[src/rtl/sound_mix_pkg.sv]
// Shared types and sizing helpers for the N-channel sound mixer.
// Latency: n/a (package only).
// Backpressure: n/a (package only).
package sound_mix_pkg;

  typedef enum logic [1:0] {
    ST_IDLE = 2'd0,
    ST_MAC  = 2'd1,
    ST_DONE = 2'd2
  } mix_state_t;

  // Accumulator width that cannot overflow: product width plus log2 of the
  // channel count, plus one guard bit.
  function automatic int acc_width(input int w, input int gw, input int nch);
    return w + gw + $clog2(nch) + 1;
  endfunction

endpackage

[src/rtl/sat_unsigned.sv]
// Unsigned saturation: narrows IW-bit value to OW bits, clamping to all-ones.
// Latency: combinational.
// Backpressure: none (pure function of input).
module sat_unsigned #(
  parameter int IW = 25,
  parameter int OW = 16
) (
  input  logic [IW-1:0] din,
  output logic [OW-1:0] dout
);

  // Any bit set above the output range means the value cannot be represented.
  assign dout = (|din[IW-1:OW]) ? {OW{1'b1}} : din[OW-1:0];

endmodule

[src/rtl/sound_mixer_n.sv]
// N-channel gain mixer: snapshot, serial multiply-accumulate, saturate to W bits.
// Latency: sample_en accepted at edge T -> out/out_valid at edge T+NCH+1.
// Backpressure: none; sample_en while busy is dropped and flags sticky overrun.
module sound_mixer_n
  import sound_mix_pkg::*;
#(
  parameter int NCH      = 6,
  parameter int W        = 16,
  parameter int GW       = 8,
  parameter int GAIN_RST = 2 ** (GW - 1)
) (
  input  logic                   clk,
  input  logic                   rst,
  input  logic                   sample_en,
  input  logic [NCH*W-1:0]       ch_in,
  input  logic [NCH-1:0]         ch_en,
  input  logic                   gain_we,
  input  logic [$clog2(NCH)-1:0] gain_addr,
  input  logic [GW-1:0]          gain_data,
  output logic [W-1:0]           out,
  output logic                   out_valid,
  output logic                   busy,
  output logic                   overrun
);

  localparam int AW = acc_width(W, GW, NCH);
  localparam int IW = $clog2(NCH);

  mix_state_t        state;
  logic [AW-1:0]     acc;
  logic [IW-1:0]     idx;
  logic [NCH*W-1:0]  ch_s;
  logic [NCH-1:0]    ch_en_s;
  logic [GW-1:0]     gain_s    [NCH];
  logic [GW-1:0]     gain_a    [NCH];
  logic [GW-1:0]     gain_next [NCH];
  logic              gain_wr;
  logic [W-1:0]      mac_smp;
  logic [W+GW-1:0]   mac_prod;
  logic [W-1:0]      sat_out;

  // Writes to non-existent channels are dropped.
  assign gain_wr = gain_we && (int'(gain_addr) < NCH);

  // Staged gains take host writes in any state.
  always_ff @(posedge clk or posedge rst) begin
    if (rst) begin
      for (int k = 0; k < NCH; k++) gain_s[k] <= GW'(GAIN_RST);
    end else if (gain_wr) begin
      gain_s[gain_addr] <= gain_data;
    end
  end

  // Staged gains as seen after this edge's write, so a write coinciding
  // with acceptance lands in the active set.
  always_comb begin
    for (int k = 0; k < NCH; k++) begin
      gain_next[k] = gain_s[k];
      if (gain_wr && (int'(gain_addr) == k)) gain_next[k] = gain_data;
    end
  end

  // Single shared multiplier; muted channels contribute zero.
  assign mac_smp  = ch_en_s[idx] ? ch_s[idx*W +: W] : '0;
  assign mac_prod = {{GW{1'b0}}, mac_smp} * {{W{1'b0}}, gain_a[idx]};

  sat_unsigned #(
    .IW (AW - GW),
    .OW (W)
  ) u_sat (
    .din  (acc[AW-1:GW]),
    .dout (sat_out)
  );

  // Mix sequencer: accept -> NCH accumulate edges -> publish saturated result.
  always_ff @(posedge clk or posedge rst) begin
    if (rst) begin
      state     <= ST_IDLE;
      acc       <= '0;
      idx       <= '0;
      ch_s      <= '0;
      ch_en_s   <= '0;
      out       <= '0;
      out_valid <= 1'b0;
      busy      <= 1'b0;
      overrun   <= 1'b0;
      for (int k = 0; k < NCH; k++) gain_a[k] <= GW'(GAIN_RST);
    end else begin
      out_valid <= 1'b0;
      if (sample_en && (state != ST_IDLE)) overrun <= 1'b1;
      case (state)
        ST_IDLE: begin
          if (sample_en) begin
            ch_s    <= ch_in;
            ch_en_s <= ch_en;
            for (int k = 0; k < NCH; k++) gain_a[k] <= gain_next[k];
            acc     <= '0;
            idx     <= '0;
            busy    <= 1'b1;
            state   <= ST_MAC;
          end
        end
        ST_MAC: begin
          acc <= acc + {{(AW-W-GW){1'b0}}, mac_prod};
          if (idx == IW'(NCH - 1)) begin
            idx   <= '0;
            state <= ST_DONE;
          end else begin
            idx <= idx + IW'(1);
          end
        end
        ST_DONE: begin
          out       <= sat_out;
          out_valid <= 1'b1;
          busy      <= 1'b0;
          state     <= ST_IDLE;
        end
        default: begin
          busy  <= 1'b0;
          state <= ST_IDLE;
        end
      endcase
    end
  end

endmodule

[config.mk]
export PLATFORM = sky130hd
export DESIGN_NAME = sound_mixer_n
export DESIGN_NICKNAME = d
export VERILOG_FILES = /design/src/rtl/sound_mix_pkg.sv /design/src/rtl/sat_unsigned.sv /design/src/rtl/sound_mixer_n.sv
export SDC_FILE = /design/constraint.sdc
export NUM_CORES = 1
export LEC_CHECK = 0
export CAP_MARGIN = 25
export CORE_UTILIZATION = 45
export DETAILED_ROUTE_END_ITERATION = 10
export HOLD_SLACK_MARGIN = 0.06
export SYNTH_ARGS = -nofsm -noshare
export SYNTH_HDL_FRONTEND = slang
export SYNTH_SLANG_ARGS = --single-unit
[constraint.sdc]
create_clock -name clk -period 15 [get_ports clk]
set_clock_uncertainty 0.05 [all_clocks]
set_input_delay 4.5 -clock clk [delete_from_list [all_inputs] [get_ports clk]]
set_output_delay 4.5 -clock clk [all_outputs]
set_load 0.01 [all_outputs]
==> results of run 1 <==
## worst max-delay path, stage by stage, from the launching register on
cell and delay, ns:
dfrtp_4 0.67, buf_4 0.64, mux4_1 0.68, nand2_1 0.10, o21ai_0 0.16, nand2_1 0.25, nor2_1 0.09, fa_1 0.57
fa_1 0.44, fa_1 0.49, inv_1 0.05, fa_1 0.47, inv_1 0.04, ha_1 0.33, nor3_1 0.56, nor4b_2 0.12
a21oi_1 0.37, o21bai_1 0.17, xnor2_1 0.24, o21ai_0 0.15
## sequential cells by signal, indices dropped and copies added, names as in the netlist, 2 cells and up
signal	flops
ch_en_s	6
out	16
ch_s	96
gain_a	48
acc	28
gain_s	48
idx	3
state	2
## through the flow
stage	instance area (um2)	setup slack (ns)	utilization, %	hold slack [ns]	power [mW]
global route	18200	7.77	53.9	0.420	5.26
floorplan	15600	3.60	-	0.387	3.40
detailed placement	17200	7.95	50.9	0.396	4.07
finish	18200	8.15	53.9	0.404	4.76
CTS	18100	8.16	53.7	0.406	4.79
global placement	17200	7.94	50.9	0.396	4.00
## layout make-up
cell class,count,area (um2),area share [%]
Tap cell,448,561,3.08
Clock buffer,43,837,4.60
Inverter,170,646,3.55
Timing Repair Buffer,154,1530,8.43
Multi-Input combinational cell,1143,8230,45.2
Clock inverter,9,124,0.680
Sequential cell,250,6270,34.5
## metal layers
metal / wire length (um) / part of all wire (%)
met1: 17600 / 47
met2: 17400 / 47
met3: 1320 / 3.5
met4: 841 / 2.3
met5: 0 / 0
## final timing paths
path / to / slack (ns) / startpoint
max: acc[20] / 8.15 / idx[0]
max in group asynchronous: ch_s[89] / 9.13 / rst
max reg2reg: acc[20] / 8.15 / idx[0]
min reg2reg: gain_a[23] / 0.40 / gain_a[23]
min in group asynchronous: out_valid / 4.27 / rst
min: gain_a[23] / 0.40 / gain_a[23]
## Yosys cell counts, types with 7 or more instances
master / n / share of area, %
dfrtp_1: 238 / 38
ha_1: 49 / 3.9
xor2_1: 7 / 0.39
o22a_1: 16 / 0.90
o21ai_1: 15 / 0.48
dfstp_2: 12 / 2.0
xnor2_1: 13 / 0.73
clkbuf_1: 48 / 1.2
mux4_1: 7 / 1.2
nor2_1: 105 / 2.5
nand2_1: 523 / 13
nand4_1: 8 / 0.32
o21ai_0: 42 / 1.4
mux4_2: 18 / 2.6
mux2i_1: 27 / 1.7
inv_1: 169 / 4.1
buf_2: 14 / 0.45
a21oi_1: 26 / 0.84
fa_1: 106 / 14
mux2_2: 48 / 3.5
nand3_1: 51 / 1.6
## logic make-up after synthesis
logic type	count (synthesis)	synth area share (%)
AND/OR/NAND/NOR	723	18.8
buffers and inverters	252	6.95
flip-flops	250	40.3
adder cells (fa/ha/maj)	155	17.6
AO/OA/AOI/OAI	145	6.27
multiplexers	100	8.99
XOR/XNOR	20	1.13
## power by group through the flow
stage | Sequential, mW | Combinational [mW] | Clock, mW
finish | 1.12 | 2.93 | 0.705
global route | 1.16 | 3.35 | 0.747
CTS | 1.12 | 2.94 | 0.721
floorplan | 1.08 | 2.32 | 0
global placement | 1.12 | 2.88 | 0
detailed placement | 1.13 | 2.93 | 0
==> impl_metrics.yaml, run 1 <==
grt:
  gr-usage-all-layers_pct: 21.7
  antenna_found_initial: 0
  busiest_layer: "met2"
  use_met1_pct: 31.5
  grt_pass1_wl_mm: 61.5
  grt_max_degree: 147
  grt_pass1_vias: 11565
  use_met3_pct: 2.68
  grt_util_met2_pct: 34.8
  grt_overflow: 0
critical_path:
  r2r_cells: 19
  worstPathArrival_ns: 7.19
  path_class: "flip-flop to flip-flop"
  start_kind: "flip-flop"
  worstSetupEndpointType: "flip-flop"
  worstPathMaxFanout: 36
  crit_required_ns: 15.34
floorplanning:
  die_area_um2: 35300
  die_h_um: 188
  start_util_pct: 46.1
  core_um2: 33800
  die_w_um: 188
  ioPinCount: 136
  rows: 67
power_and_ir_drop:
  intPower_mw: 2.49
  ir_drop_uv: 160
  power_leakage_nw: 8.85
  seq_power_share_pct: 23.6
  power.switching_mw: 2.26
  sw_frac_of_total_pct: 47.6
  p_clk_share_pct: 14.8
  power_frac_comb_pct: 61.6
  p_per_area_nw_per_um2: 261
timing:
  final-hold-violation-count: 0
  slew_headroom_pct: 32.2
  setup_viol: 0
  worst_slew_pin_slew_ns: 1.02
  post-route-period-util_pct: 45.7
  tns_ns: 0
  slew_viol_final: 0
  period_needed_ns: 6.85
  rsz0062_at_grt: "false"
  clock.fmax_mhz: 146
final_layout:
  final_cells: 2217
  diodes: 0
  areaGrowthSynthToFinish_pct: 16.9
  final_common_cell: "nand2_1"
  drive_above_1_share_pct: 9.67
  nNetsFinal: 2019
  n_fill_cell: 3039
  layout_common_cells: "nand2_1 (522), dfrtp_1 (237), inv_1 (168)"
detailed_routing:
  antenna_left: 0
  drc: 0
  routed-via-count: 11248
  routed_via_density: 5.07
  wl_mm: 37.2
  wire_per_inst_um: 16.8
  drt_iter0_markers: 717
  firstDrtPassIters: 5
cts:
  cts_setup_buffers: 0
  cts_hold_buf: 0
  cts_sinks: 250
  cts_tree: "yes"
  cts_buffers: 28
  htree_levels: 1
  path_clk_slew_ns: 0.06
  clockBufferDepth: 3
  cts_root_buf: "clkbuf_16"
  clk_latency_ns: 0.58
  cts_resized: 0
yosys:
  ys_ff_latch: 250
  syn_inst: 1645
  synth_ff_type: "dfrtp_1"
  syn_nets: 1917
  yosysWarningCount: 0
  postSynth.asyncResetShare_pct: 100
  syn_area_um2: 15600
  synth.avg_cell_area_um2: 9.46
  synth_edf_count: 0
  ys_types: 63
  synth_seq_area_share_pct: 40.3
placement:
  place.port_buffers: 135
  place_congestion: 0.866
  placed_cells: 2163
  place_hpwl_mm: 26.3
worst_hold_path:
  hold_class: "flip-flop to flip-flop"
  whs_path_depth: 2
run:
  cap_violations: 0
run_status:
  status: "complete, no violations"
Note: power is estimated with default switching activity, not from simulation.
==> inputs of run 2 (changes only) <==
==> constraint.sdc (replaced) <==
create_clock -name clk -period 6.65 [get_ports clk]
set_clock_uncertainty 0.05 [all_clocks]
set_input_delay 1.995 -clock clk [delete_from_list [all_inputs] [get_ports clk]]
set_output_delay 1.995 -clock clk [all_outputs]
set_load 0.01 [all_outputs]
==> run 2 against run 1 <==
Non-clock buffer count up 9. Count of clock-buffer cells in the layout down 6. Clock power up 150%. Global-route usage up 1.1 points. Routed wire length up 4.1%. Sequential power up 130%. Register-to-register slack worse by 7.7 ns. First-iteration DRC count down 2.4%. Largest power group unchanged.
==> impl_metrics.yaml, run 2 (synthesis gave the netlist of run 1 again) <==
final_layout:
  largest_reg_flops: 96
  areaGrowthSynthToFinish_pct: 17.9
  final_cells: 2226
  n_fill_cell: 3069
  top_regs: "ch_s: 96 flops, gain_a: 48 flops, gain_s: 48 flops"
  drive_above_1_share_pct: 10.3
  diodes: 0
  nNetsFinal: 2029
  top_register: "ch_s"
  layout_common_cells: "nand2_1 (522), dfrtp_1 (237), inv_1 (168)"
  final_common_cell: "nand2_1"
detailed_routing:
  drt_iter0_markers: 700
  routed-via-count: 11440
  drc: 0
  wire_per_inst_um: 17.4
  firstDrtPassIters: 5
  wl_mm: 38.7
  routed_via_density: 5.14
  antenna_left: 0
run_status:
  status: "complete, no violations"
critical_path:
  worstPathMaxFanout: 17
  worstSetupEndpointType: "flip-flop"
  crit_required_ns: 7.11
  path_class: "flip-flop to flip-flop"
  start_kind: "flip-flop"
  worstPathArrival_ns: 6.67
power_and_ir_drop:
  p_per_area_nw_per_um2: 597
  ir_drop_uv: 330
  p_total_mw: 11.0
  power_leakage_nw: 8.92
placement:
  placed_cells: 2172
  place.port_buffers: 135
  place_ws_ns: 0.333
  place_hpwl_mm: 28.3
  place_congestion: 0.894
grt:
  grt_overflow: 0
  grt_pass1_vias: 12051
  grt_max_degree: 158
  antenna_found_initial: 0
  grt_pass1_wl_mm: 64.3
  gr-usage-all-layers_pct: 22.8
cts:
  cts_hold_buf: 0
  clk_latency_ns: 0.58
  cts_resized: 0
  cts_buffers: 29
  cts_tree: "yes"
  clockBufferDepth: 3
  cts_setup_buffers: 0
  htree_levels: 1
  cts_sinks: 250
  cts_root_buf: "clkbuf_16"
  path_clk_slew_ns: 0.06
floorplanning:
  die_h_um: 188
  start_util_pct: 46.1
  die_w_um: 188
  die_area_um2: 35300
  rows: 67
  ioPinCount: 136
  core_um2: 33800
timing:
  slew_headroom_pct: 31.6
  finalWorstSetupSlack_ns: 0.444
  slew_viol_final: 0
  worst_slew_pin_slew_ns: 1.02
  post-route-period-util_pct: 93.3
  whs_ns: 0.410
  tns_ns: 0
  period_needed_ns: 6.21
  final-hold-violation-count: 0
  setup_viol: 0
  clock.fmax_mhz: 161
  rsz0062_at_grt: "false"
run:
  cap_violations: 0
worst_hold_path:
  hold_class: "flip-flop to flip-flop"
-- run 2: cell types whose count changed in the layout (fill, tap and decap cells not counted), moves of 2 or more --
cell	delta
buf_16	-2
buf_12	+2
clkbuf_8	-4
buf_4	+7
clkbuf_1	-3
clkinvlp_4	+3
bufinv_16	+4
-- run 2: cell type report --
class	instances	area [um2]	share of cell area (%)
repair buffers	163	1600	8.71
flip-flops and latches	250	6270	34.2
multi-input cells	1143	8230	44.9
clock buffers	37	796	4.34
well taps	448	561	3.05
inverters	170	642	3.50
clock inverters	15	248	1.35
-- run 2: worst max-delay path, cell delays in order, from the launching register on --
cell and delay [ns]:
dfrtp_4 0.60, buf_4 0.40, mux4_2 0.58, a21oi_4 0.49, nor2_1 0.14, fa_1 0.57, fa_1 0.43, fa_1 0.49
inv_1 0.05, fa_1 0.47, inv_1 0.04, ha_1 0.34, nor3_1 0.51, nor4b_2 0.14, a211oi_2 0.35, nor3b_1 0.10
o21ai_1 0.17, mux2i_1 0.18
-- run 2: where the power goes --
part           leakage [nW]  internal, mW  switching (mW)  total (mW)
clock network         0.507          1.08           0.666        1.74
logic                  5.38          2.56            4.13        6.69
registers              3.03          2.19           0.346        2.53
total                  8.92          5.82            5.14        11.0
-- run 2: worst paths after layout --
kind	depth (start not counted)	endpoint	start	slack, ns
max	17	acc[26]	idx[0]	0.44
min	2	gain_a[7]	gain_a[7]	0.41
max reg2reg	17	acc[26]	idx[0]	0.44
min reg2reg	2	gain_a[7]	gain_a[7]	0.41
max in group asynchronous	3	idx[0]	rst	3.87
min in group asynchronous	2	gain_s[47]	rst	1.77
-- run 2: metal layers --
layer | up-vias | wire length, um | global-route usage, %
li1 | 5457 | - | -
met1 | 5663 | 18200 | 32.7
met2 | 262 | 17800 | 35.8
met3 | 58 | 1810 | 4.01
met4 | 0 | 915 | 5.97
met5 | - | 0 | 0
-- run 2: stage by stage --
step	util [%]	cell area [um2]
final	54.3	18400
after global routing	54.3	18400
after CTS	54.2	18300
after detailed placement	51.1	17300
after global placement	51.1	17300
after floorplan	-	15600
